==> config.mk <==
export PLATFORM = sky130hd
export DESIGN_NAME = mem_arbiter_flat
export DESIGN_NICKNAME = d
export VERILOG_FILES = /design/src/rtl/mem_arbiter_pkg.sv /design/src/rtl/mem_arbiter_if.sv /design/src/rtl/mem_arbiter_picker.sv /design/src/rtl/mem_arbiter.sv /design/src/flat_wrapper.sv
export SDC_FILE = /design/constraint.sdc
export NUM_CORES = 1
export LEC_CHECK = 0
export BUFFER_PORTS_ARGS = -buffer_cell sky130_fd_sc_hd__buf_2
export CORE_ASPECT_RATIO = 0.5
export CORE_MARGIN = 5
export CORE_UTILIZATION = 23
export DETAILED_ROUTE_END_ITERATION = 7
export GPL_ROUTABILITY_DRIVEN = 0
export PLACE_DENSITY_LB_ADDON = 0.08
export SLEW_MARGIN = 30
export SYNTH_ARGS = -nofsm -noshare
export SYNTH_HDL_FRONTEND = slang
export SYNTH_HIERARCHICAL = 1
export SYNTH_SLANG_ARGS = --single-unit
==> constraint.sdc <==
create_clock -name clk -period 2.4 [get_ports clk]
set_input_delay 0.48 -clock clk [delete_from_list [all_inputs] [get_ports clk]]
set_output_delay 0.48 -clock clk [all_outputs]
set_load 0.05 [all_outputs]
==> src/rtl/mem_arbiter_pkg.sv <==
// rtl/mem_arbiter_pkg.sv - shared types and constants for the memory-port arbiter
package mem_arbiter_pkg;

  localparam int ADDRESS_BITS     = 32;
  localparam int CACHE_LINE_LEN   = 128;
  localparam int BYTE_LEN         = 8;
  localparam int LINE_OFFSET_BITS = $clog2(CACHE_LINE_LEN / BYTE_LEN);

  typedef enum logic [1:0] {
    IDLE,
    ISSUE,
    WAIT,
    RESP
  } arb_state_e;

  typedef enum logic {
    ARB_IC = 1'b0,
    ARB_DC = 1'b1
  } arb_id_e;

  typedef struct packed {
    logic                      store;
    logic [ADDRESS_BITS-1:0]   addr;
    logic [CACHE_LINE_LEN-1:0] wdata;
  } mem_req_t;

endpackage

==> src/rtl/mem_arbiter_if.sv <==
// rtl/mem_arbiter_if.sv - cache-side and memory-side signal bundle of the arbiter
interface mem_arbiter_if #(
  parameter int ADDR_W = 32,
  parameter int LINE_W = 128
);

  logic              ic_req_i;
  logic [ADDR_W-1:0] ic_addr_i;
  logic              ic_rvalid_o;
  logic [LINE_W-1:0] ic_rdata_o;

  logic              dc_req_i;
  logic              dc_store_i;
  logic [ADDR_W-1:0] dc_addr_i;
  logic [LINE_W-1:0] dc_wdata_i;
  logic              dc_rvalid_o;
  logic [LINE_W-1:0] dc_rdata_o;

  logic              mem_req_o;
  logic              mem_store_o;
  logic [ADDR_W-1:0] mem_addr_o;
  logic [LINE_W-1:0] mem_wdata_o;
  logic              mem_resp_i;
  logic [LINE_W-1:0] mem_rdata_i;

  logic              busy_o;

  // slave: the arbiter itself
  modport slave (
    input  ic_req_i, ic_addr_i, dc_req_i, dc_store_i, dc_addr_i, dc_wdata_i,
    input  mem_resp_i, mem_rdata_i,
    output ic_rvalid_o, ic_rdata_o, dc_rvalid_o, dc_rdata_o,
    output mem_req_o, mem_store_o, mem_addr_o, mem_wdata_o, busy_o
  );

  modport master (
    output ic_req_i, ic_addr_i, dc_req_i, dc_store_i, dc_addr_i, dc_wdata_i,
    output mem_resp_i, mem_rdata_i,
    input  ic_rvalid_o, ic_rdata_o, dc_rvalid_o, dc_rdata_o,
    input  mem_req_o, mem_store_o, mem_addr_o, mem_wdata_o, busy_o
  );

endinterface

==> src/rtl/mem_arbiter_picker.sv <==
// rtl/mem_arbiter_picker.sv - combinational grant selection (MEM_ARB_ROUND_ROBIN_EN adds alternation)
module mem_arb_picker
  import mem_arbiter_pkg::*;
(
  input  logic    ic_req_i,
  input  logic    dc_req_i,
`ifdef MEM_ARB_ROUND_ROBIN_EN
  input  arb_id_e prio_i,
`endif
  output logic    grant_valid_o,
  output arb_id_e grant_o
);

  always_comb begin
    grant_valid_o = ic_req_i | dc_req_i;
    grant_o       = dc_req_i ? ARB_DC : ARB_IC;
`ifdef MEM_ARB_ROUND_ROBIN_EN
    // prio_i names the requester that was not granted last time
    if (ic_req_i && dc_req_i) begin
      grant_o = prio_i;
    end
`endif
  end

endmodule

==> src/rtl/mem_arbiter.sv <==
// rtl/mem_arbiter.sv - serialises icache/dcache line transactions onto one memory port
// Optional round-robin arbitration under MEM_ARB_ROUND_ROBIN_EN.
module mem_arbiter
  import mem_arbiter_pkg::*;
#(
  parameter int ADDR_W   = ADDRESS_BITS,
  parameter int LINE_W   = CACHE_LINE_LEN,
  parameter int OFFSET_W = $clog2(LINE_W / BYTE_LEN)
) (
  input logic           clk,
  input logic           reset,
  mem_arbiter_if.slave  bus
);

  localparam logic [ADDR_W-1:0] OFFSET_MASK = ADDR_W'((64'd1 << OFFSET_W) - 64'd1);

  arb_state_e        state_q, state_d;
  arb_id_e           winner_q, winner_d;
  mem_req_t          req_q, req_d;
  logic [LINE_W-1:0] ic_rdata_q, ic_rdata_d;
  logic [LINE_W-1:0] dc_rdata_q, dc_rdata_d;
  logic              grant_valid;
  arb_id_e           grant;
  logic [ADDR_W-1:0] sel_addr;

`ifdef MEM_ARB_ROUND_ROBIN_EN
  arb_id_e           prio_q, prio_d;
`endif

  mem_arb_picker u_picker (
    .ic_req_i      (bus.ic_req_i),
    .dc_req_i      (bus.dc_req_i),
`ifdef MEM_ARB_ROUND_ROBIN_EN
    .prio_i        (prio_q),
`endif
    .grant_valid_o (grant_valid),
    .grant_o       (grant)
  );

  assign sel_addr = (grant == ARB_DC) ? bus.dc_addr_i : bus.ic_addr_i;

  always_ff @(posedge clk) begin
    if (reset) begin
      state_q    <= IDLE;
      winner_q   <= ARB_IC;
      req_q      <= '0;
      ic_rdata_q <= '0;
      dc_rdata_q <= '0;
`ifdef MEM_ARB_ROUND_ROBIN_EN
      prio_q     <= ARB_IC;
`endif
    end else begin
      state_q    <= state_d;
      winner_q   <= winner_d;
      req_q      <= req_d;
      ic_rdata_q <= ic_rdata_d;
      dc_rdata_q <= dc_rdata_d;
`ifdef MEM_ARB_ROUND_ROBIN_EN
      prio_q     <= prio_d;
`endif
    end
  end

  always_comb begin
    state_d    = state_q;
    winner_d   = winner_q;
    req_d      = req_q;
    ic_rdata_d = ic_rdata_q;
    dc_rdata_d = dc_rdata_q;
`ifdef MEM_ARB_ROUND_ROBIN_EN
    prio_d     = prio_q;
`endif
    unique case (state_q)
      IDLE: begin
        if (grant_valid) begin
          winner_d    = grant;
          req_d.store = (grant == ARB_DC) && bus.dc_store_i;
          req_d.addr  = sel_addr & ~OFFSET_MASK;
          req_d.wdata = req_d.store ? bus.dc_wdata_i : '0;
`ifdef MEM_ARB_ROUND_ROBIN_EN
          prio_d      = (grant == ARB_IC) ? ARB_DC : ARB_IC;
`endif
          state_d     = ISSUE;
        end
      end
      ISSUE: state_d = WAIT;
      WAIT: begin
        // responses outside WAIT are never sampled, so stray pulses are harmless
        if (bus.mem_resp_i) begin
          if (winner_q == ARB_DC) begin
            dc_rdata_d = bus.mem_rdata_i;
          end else begin
            ic_rdata_d = bus.mem_rdata_i;
          end
          state_d = RESP;
        end
      end
      RESP:    state_d = IDLE;
      default: state_d = IDLE;
    endcase
  end

  assign bus.mem_req_o   = (state_q == ISSUE);
  assign bus.mem_store_o = (state_q == ISSUE) ? req_q.store : 1'b0;
  assign bus.mem_addr_o  = (state_q == ISSUE) ? req_q.addr : '0;
  assign bus.mem_wdata_o = (state_q == ISSUE) ? req_q.wdata : '0;
  assign bus.ic_rvalid_o = (state_q == RESP) && (winner_q == ARB_IC);
  assign bus.dc_rvalid_o = (state_q == RESP) && (winner_q == ARB_DC);
  assign bus.ic_rdata_o  = ic_rdata_q;
  assign bus.dc_rdata_o  = dc_rdata_q;
  assign bus.busy_o      = (state_q != IDLE);

endmodule

==> src/flat_wrapper.sv <==
// flat-port wrapper written by rule: the top's interface ports become plain ports
module mem_arbiter_flat import mem_arbiter_pkg::*;
#(
  parameter int ADDR_W   = ADDRESS_BITS,
  parameter int LINE_W   = CACHE_LINE_LEN,
  parameter int OFFSET_W = $clog2(LINE_W / BYTE_LEN)
)
  (clk, reset, bus_ic_req_i, bus_ic_addr_i, bus_dc_req_i, bus_dc_store_i, bus_dc_addr_i, bus_dc_wdata_i, bus_mem_resp_i, bus_mem_rdata_i, bus_ic_rvalid_o, bus_ic_rdata_o, bus_dc_rvalid_o, bus_dc_rdata_o, bus_mem_req_o, bus_mem_store_o, bus_mem_addr_o, bus_mem_wdata_o, bus_busy_o);
  mem_arbiter_if #(.ADDR_W(ADDR_W), .LINE_W(LINE_W)) bus_i ();
  input logic clk;
  input logic reset;
  input wire logic [$bits(bus_i.ic_req_i)-1:0] bus_ic_req_i;
  input wire logic [$bits(bus_i.ic_addr_i)-1:0] bus_ic_addr_i;
  input wire logic [$bits(bus_i.dc_req_i)-1:0] bus_dc_req_i;
  input wire logic [$bits(bus_i.dc_store_i)-1:0] bus_dc_store_i;
  input wire logic [$bits(bus_i.dc_addr_i)-1:0] bus_dc_addr_i;
  input wire logic [$bits(bus_i.dc_wdata_i)-1:0] bus_dc_wdata_i;
  input wire logic [$bits(bus_i.mem_resp_i)-1:0] bus_mem_resp_i;
  input wire logic [$bits(bus_i.mem_rdata_i)-1:0] bus_mem_rdata_i;
  output wire logic [$bits(bus_i.ic_rvalid_o)-1:0] bus_ic_rvalid_o;
  output wire logic [$bits(bus_i.ic_rdata_o)-1:0] bus_ic_rdata_o;
  output wire logic [$bits(bus_i.dc_rvalid_o)-1:0] bus_dc_rvalid_o;
  output wire logic [$bits(bus_i.dc_rdata_o)-1:0] bus_dc_rdata_o;
  output wire logic [$bits(bus_i.mem_req_o)-1:0] bus_mem_req_o;
  output wire logic [$bits(bus_i.mem_store_o)-1:0] bus_mem_store_o;
  output wire logic [$bits(bus_i.mem_addr_o)-1:0] bus_mem_addr_o;
  output wire logic [$bits(bus_i.mem_wdata_o)-1:0] bus_mem_wdata_o;
  output wire logic [$bits(bus_i.busy_o)-1:0] bus_busy_o;
  assign bus_i.ic_req_i = bus_ic_req_i;
  assign bus_i.ic_addr_i = bus_ic_addr_i;
  assign bus_i.dc_req_i = bus_dc_req_i;
  assign bus_i.dc_store_i = bus_dc_store_i;
  assign bus_i.dc_addr_i = bus_dc_addr_i;
  assign bus_i.dc_wdata_i = bus_dc_wdata_i;
  assign bus_i.mem_resp_i = bus_mem_resp_i;
  assign bus_i.mem_rdata_i = bus_mem_rdata_i;
  assign bus_ic_rvalid_o = bus_i.ic_rvalid_o;
  assign bus_ic_rdata_o = bus_i.ic_rdata_o;
  assign bus_dc_rvalid_o = bus_i.dc_rvalid_o;
  assign bus_dc_rdata_o = bus_i.dc_rdata_o;
  assign bus_mem_req_o = bus_i.mem_req_o;
  assign bus_mem_store_o = bus_i.mem_store_o;
  assign bus_mem_addr_o = bus_i.mem_addr_o;
  assign bus_mem_wdata_o = bus_i.mem_wdata_o;
  assign bus_busy_o = bus_i.busy_o;
  mem_arbiter #(.ADDR_W(ADDR_W), .LINE_W(LINE_W), .OFFSET_W(OFFSET_W)) u_core (.clk(clk), .reset(reset), .bus(bus_i));
endmodule
==> results of run 1 <==
## worst max path at each step
stage / end / slack (ns) / depth (start not counted)
after floorplan: bus_mem_addr_o[27] / 0.03 / 5
after global placement: u_core/req_q[74] / 0.31 / 6
after detailed placement: u_core/req_q[118] / 0.32 / 6
after CTS: bus_mem_addr_o[9] / 0.0006 / 6
after global routing: bus_mem_wdata_o[55] / -0.04 / 5
final: bus_mem_wdata_o[31] / 0.09 / 5
## cells by family (layout without fill, tap and decap cells)
group / after synthesis / count (layout)
simple gates: 717 / 717
compound gates: 416 / 416
flops: 416 / 416
buf+inv: 154 / 849
mux: 29 / 29
fa+ha+maj: 5 / 5
other cells: 1 / 12
## critical path, cell delays in order, from the launching register on
cell and delay [ns]:
dfxtp_2 0.33, inv_2 0.08, ha_4 0.19, buf_16 0.24
and2_1 0.20, buf_6 0.17
## through the flow
| step | power [mW] | instance area, um2 | utilization |
|---|---|---|---|
| after floorplan | 11.3 | 15200 | - |
| after global placement | 13.0 | 19700 | 0.303 |
| after detailed placement | 13.0 | 19700 | 0.303 |
| after CTS | 20.6 | 21600 | 0.332 |
| after global routing | 21.3 | 22100 | 0.339 |
| final | 20.3 | 22100 | 0.339 |
## report_power, final
part | internal, mW | switching, mW | total (mW) | leakage (nW)
registers | 7.49 | 0.274 | 7.76 | 3.37
logic | 1.65 | 3.74 | 5.38 | 5.66
clock network | 4.05 | 3.06 | 7.11 | 0.717
total | 13.2 | 7.07 | 20.3 | 9.74
## Yosys cell counts (all sizes together)
| library cell | count | area share |
|---|---|---|
| and3b | 1 | 0.00058 |
| dfxtp | 416 | 0.55 |
| conb | 1 | 0.00025 |
| a21oi | 259 | 0.085 |
| a22o | 128 | 0.074 |
| mux2i | 29 | 0.019 |
| nand2 | 519 | 0.13 |
| nor2 | 29 | 0.0073 |
| o211a | 1 | 0.00066 |
| or3 | 1 | 0.00041 |
| nand3b | 1 | 0.00049 |
| nor2b | 2 | 0.00082 |
| and3 | 1 | 0.00041 |
| nand3 | 2 | 0.00066 |
| clkbuf | 52 | 0.013 |
| nor3 | 1 | 0.00066 |
| and2 | 159 | 0.066 |
| ha | 5 | 0.0041 |
| a211oi | 28 | 0.014 |
| buf | 97 | 0.034 |
| or2 | 1 | 0.00041 |
| inv | 5 | 0.0012 |
## repair_timing
item / CTS / global route
gates resized for setup: 129 / 139
setup buffers: 3 / 0
cloned: 2 / 0
hold buffers: 0 / 0
endpoints found under the setup margin: 157 / 126
## sequential cells by signal, summed over array words and instances, names as in the netlist
signal / flops
u_core/state_q: 2
u_core/req_q: 157
u_core/bus.ic_rdata_o: 128
u_core/bus.dc_rdata_o: 128
u_core/winner_q: 1
## per-layer routing
layer | vias to the layer above | GRT usage | wire (um)
li1 | 7100 | - | -
met1 | 6581 | 0.180 | 24100
met2 | 260 | 0.319 | 35000
met3 | 103 | 0.0374 | 2590
met4 | 6 | 0.0526 | 1880
met5 | - | 0 | 55
## final cells by class
class | count | share of cell area
Inverter | 5 | 0.000851
Sequential cell | 416 | 0.378
Clock buffer | 61 | 0.0560
Timing Repair Buffer | 764 | 0.224
Multi-Input combinational cell | 1171 | 0.280
Antenna cell | 8 | 0.000908
Clock inverter | 19 | 0.0107
Tap cell | 884 | 0.0501
==> flow_summary.toml, run 1 <==
[sta]
finClkSkew_ns = 0.0294
maxSlewHeadroom = 0.331
final-max-slew-violation-count = 0
layout_worst_path_cycle_share = 0.962
timing.hold.ws_ns = 0.124
setup_viol = 0
rsz0062_at_grt = "true"
fin_tns_setup_ns = 0
timing.fmax_mhz = 433
layout_min_cycle_time_ns = 2.31
hold_viol = 0
tightestPinTransition_ns = 1.00
final_critical_path_setup_slack_ns = 0.0921

[power_and_ir_drop]
irDropWorstVdd_v = 0.000415
leakage_nw = 9.74
power.density_mw_per_mm2 = 918

[global_routing]
globalRouteTotalUtil = 0.165
number_of_global_route_vias_before_repair = 13800
overflow = 0
grt_pass1_wl_mm = 90.6
grt_antenna_before_repair = 11
grt_max_degree = 179

[synthesis]
synth_compound_gate_area_share = 0.174
yosysUniqueCellTypes = 27
post_synth_fa_ha_maj_area_fraction = 0.00412
yosys-mux-area-fraction = 0.0191
yosys.area_share.simple = 0.206
ys_warn_count = 6
post_synthesis_instance_area_mm2 = 0.0152
synthesis.area_per_instance_um2 = 8.73
synthXorXnorAreaFrac = 0
synth.ff_latch_count = 416
combinational_family_with_the_most_area_after_synthesis = "simple AND/OR/NAND/NOR gates"
syn_inst = 1738
synth_seq_area_share = 0.549

[finish]
finish.net_count = 2733
layout.cells.most_common = "buf_2"
area_growth_pct = 45.3
multiInputGateArea_mm2 = 0.00618
drive_above_1_share = 0.347
nFillCells = 6966
stdcell_count = 3328
mostFrequentLayoutCells = "buf_2 (576), nand2_1 (519), dfxtp_1 (414), a21oi_1 (259), and2_1 (157)"
register_area_mm2 = 0.00833

[placed_design]
placed_wire_length_estimate_mm = 44.4
post-place-ws_ns = 0.315
placed_cells_incl_taps = 3235
placement.io_buffers = 734

[floorplanning]
num_io_pins = 747
die_ar_mm2 = 0.0715
core_area_mm2 = 0.0652
die_h_um = 192
die_width_um = 373
num_rows = 66
start_util = 0.233

[min_path]
hold-path-endpoint = "u_core/req_q[6]"
holdCritPathClass = "primary input to flop"
holdCritStartpoint = "bus_dc_wdata_i[6]"
min_path_cells = 2

[clocking]
clock_tree.root_cell = "clkbuf_16"
cts_tree = "yes"
cts_made_buffers = 44
clkTransAtPathRegs_ns = 0.07
cts-root-to-sink-buffers = 3
numClockSinks = 416
clock_insertion_delay_worst_skew_ns = 0.58
htree_levels = 2

[detailed_routing]
vias = 14100
detail-route-antenna-nets = 0
drt_drc_violations_left = 0
drt-total-wl_mm = 63.6
number_of_iterations_in_the_first_detailed_routing_pass = 7
post_drt_wl_per_cell_um = 19.1
viasPerCell = 4.22
dr.first_iter.drc_count = 623

[worst_setup_path]
worst-r2r-setup-slack_ns = 0.41
worst_r2r_startpoint = "u_core/state_q[0]"
worstReg2RegEnd = "u_core/req_q[75]"
critical_path_peak_fanout = 80
worst_ep_arrival_time_ns = 1.83
endpoint_kind = "primary output"
critPathLaunchType = "flop"
setup.worst_path.start = "u_core/state_q[1]"
worstSetupPathType = "flop to primary output"
worstPathRequired_ns = 1.92
worst-r2r-cell-count = 6

[run]
max_cap_viol_count = 0

[outcome]
status = "finished clean"
Note: power is estimated with default switching activity, not from simulation.
==> inputs of run 2 (changes only) <==
CORE_UTILIZATION = 25   (was 23)
==> run 2 against run 1 <==
  * Cell area fell by 0.90%
  * Highest routed layer unchanged
  * Clock skew fell by 0.0092 ns
  * Sequential power barely moved
  * Worst setup slack improved by 0.0041 ns
  * Critical path type unchanged
  * Sequential share of layout area rose by 0.34 points
  * Final cell count fell by 2.2%
  * Maximum frequency rose by 0.18%
  * Utilization rose by 2.8 points
==> flow_summary.toml, run 2 (synthesis results as in run 1) <==
[min_path]
holdCritPathClass = "primary input to flop"
holdCritStartpoint = "bus_dc_wdata_i[6]"

[finish]
nFillCells = 6449
drive_above_1_share = 0.347
multiInputGateArea_mm2 = 0.00618
area_growth_pct = 44.0
mostFrequentLayoutCells = "buf_2 (576), nand2_1 (519), dfxtp_1 (414), a21oi_1 (259), and2_1 (154)"
layout.cells.most_common = "buf_2"
finish.instance_area_mm2 = 0.0219
register_area_mm2 = 0.00833
max_reg_flops = 157
largest-register = "u_core/req_q"
fin_util = 0.366
finish.net_count = 2734

[worst_setup_path]
worst_r2r_startpoint = "u_core/state_q[0]"
setup.worst_path.start = "u_core/state_q[1]"
worst_ep_arrival_time_ns = 1.82
worstSetupPathType = "flop to primary output"
endpoint_kind = "primary output"
critical_path_peak_fanout = 69
critPathLaunchType = "flop"
worstPathRequired_ns = 1.92

[sta]
tightestPinTransition_ns = 0.606
hold_viol = 0
final_critical_path_setup_slack_ns = 0.0962
layout_worst_path_cycle_share = 0.960
fin_tns_setup_ns = 0
final-max-slew-violation-count = 0
finClkSkew_ns = 0.0202
timing.fmax_mhz = 434
timing.hold.ws_ns = 0.136
setup_viol = 0
layout_min_cycle_time_ns = 2.30
rsz0062_at_grt = "true"
maxSlewHeadroom = 0.596

[floorplanning]
die_width_um = 358
core_area_mm2 = 0.0597
start_util = 0.254
num_io_pins = 747
die_h_um = 184
num_rows = 63
die_ar_mm2 = 0.0660

[detailed_routing]
dr.first_iter.drc_count = 730
vias = 14100
post_drt_wl_per_cell_um = 19.0
number_of_iterations_in_the_first_detailed_routing_pass = 4
drt_drc_violations_left = 0
viasPerCell = 4.32
detail-route-antenna-nets = 0
drt-total-wl_mm = 61.9

[power_and_ir_drop]
leakage_nw = 9.71
power.density_mw_per_mm2 = 916
irDropWorstVdd_v = 0.000453

[clocking]
cts-root-to-sink-buffers = 3
numClockSinks = 416
cts_tree = "yes"
clock_tree.root_cell = "clkbuf_16"
cts_made_buffers = 43
htree_levels = 2
hold_buffers = 0
clkTransAtPathRegs_ns = 0.06
clock_insertion_delay_worst_skew_ns = 0.57

[placed_design]
post-place-ws_ns = 0.274
placed_wire_length_estimate_mm = 43.0
placement.io_buffers = 734
dpl-instance-area_mm2 = 0.0196

[global_routing]
globalRouteTotalUtil = 0.174
grt_pass1_wl_mm = 88.3
overflow = 0
grt_antenna_before_repair = 11
grt_max_degree = 119
number_of_global_route_vias_before_repair = 13700

[run]
max_cap_viol_count = 0

[outcome]
status = "finished clean"
-- run 2: cell count changes in the layout (fill, tap and decap cells not counted), moves of 3 or more --
cell	delta
buf_6	-14
clkbuf_4	+11
buf_4	+7
buf_12	-5
clkbuf_8	+4
clkinv_2	-4
and2_1	-3
and2_4	+3
-- run 2: area by class of cell --
type / instances / area share
diodes: 9 / 0.00103
clock buffers: 64 / 0.0579
clock inverters: 11 / 0.00664
inverters: 5 / 0.000859
multi-input cells: 1171 / 0.283
flip-flops and latches: 416 / 0.381
well taps: 812 / 0.0465
repair buffers: 766 / 0.223
-- run 2: critical path: stages (launching register included) --
cell,delay [ns]
dfxtp_2,0.33
inv_2,0.08
ha_4,0.19
buf_16,0.24
and2_1,0.19
buf_4,0.20
-- run 2: timing repair --
| item | in CTS | in global routing |
|---|---|---|
| setup buffers | 3 | 0 |
| gates cloned | 2 | 2 |
| gates resized for setup | 94 | 207 |
| endpoints found under the setup margin | 158 | 148 |
-- run 2: per-layer routing --
layer | routed length (um) | GRT usage | vias to the layer above
met5 | 33 | 0 | -
met4 | 1720 | 0.0533 | 4
met3 | 2990 | 0.0398 | 94
met2 | 34000 | 0.338 | 285
met1 | 23200 | 0.188 | 6587
li1 | - | - | 7090
-- run 2: worst paths after layout --
check | to | slack (ns) | cells after the start
max | bus_mem_wdata_o[50] | 0.1 | 5
min | u_core/req_q[6] | 0.14 | 2
max reg2reg | u_core/req_q[54] | 0.49 | 6
min reg2reg | u_core/bus.dc_rdata_o[4] | 0.45 | 2
-- run 2: report_power, final --
part | internal, mW | leakage (nW) | switching [mW]
logic | 1.68 | 5.65 | 3.74
registers | 7.49 | 3.37 | 0.268
clock network | 3.88 | 0.692 | 2.95
-- run 2: per-stage QoR --
stage | cells | total power, mW
after global placement | 3163 | 12.9
after global routing | 3254 | 21.1
after CTS | 3243 | 20.2
after floorplan | 1741 | 11.3
final | 3254 | 20.0
after detailed placement | 3163 | 12.9
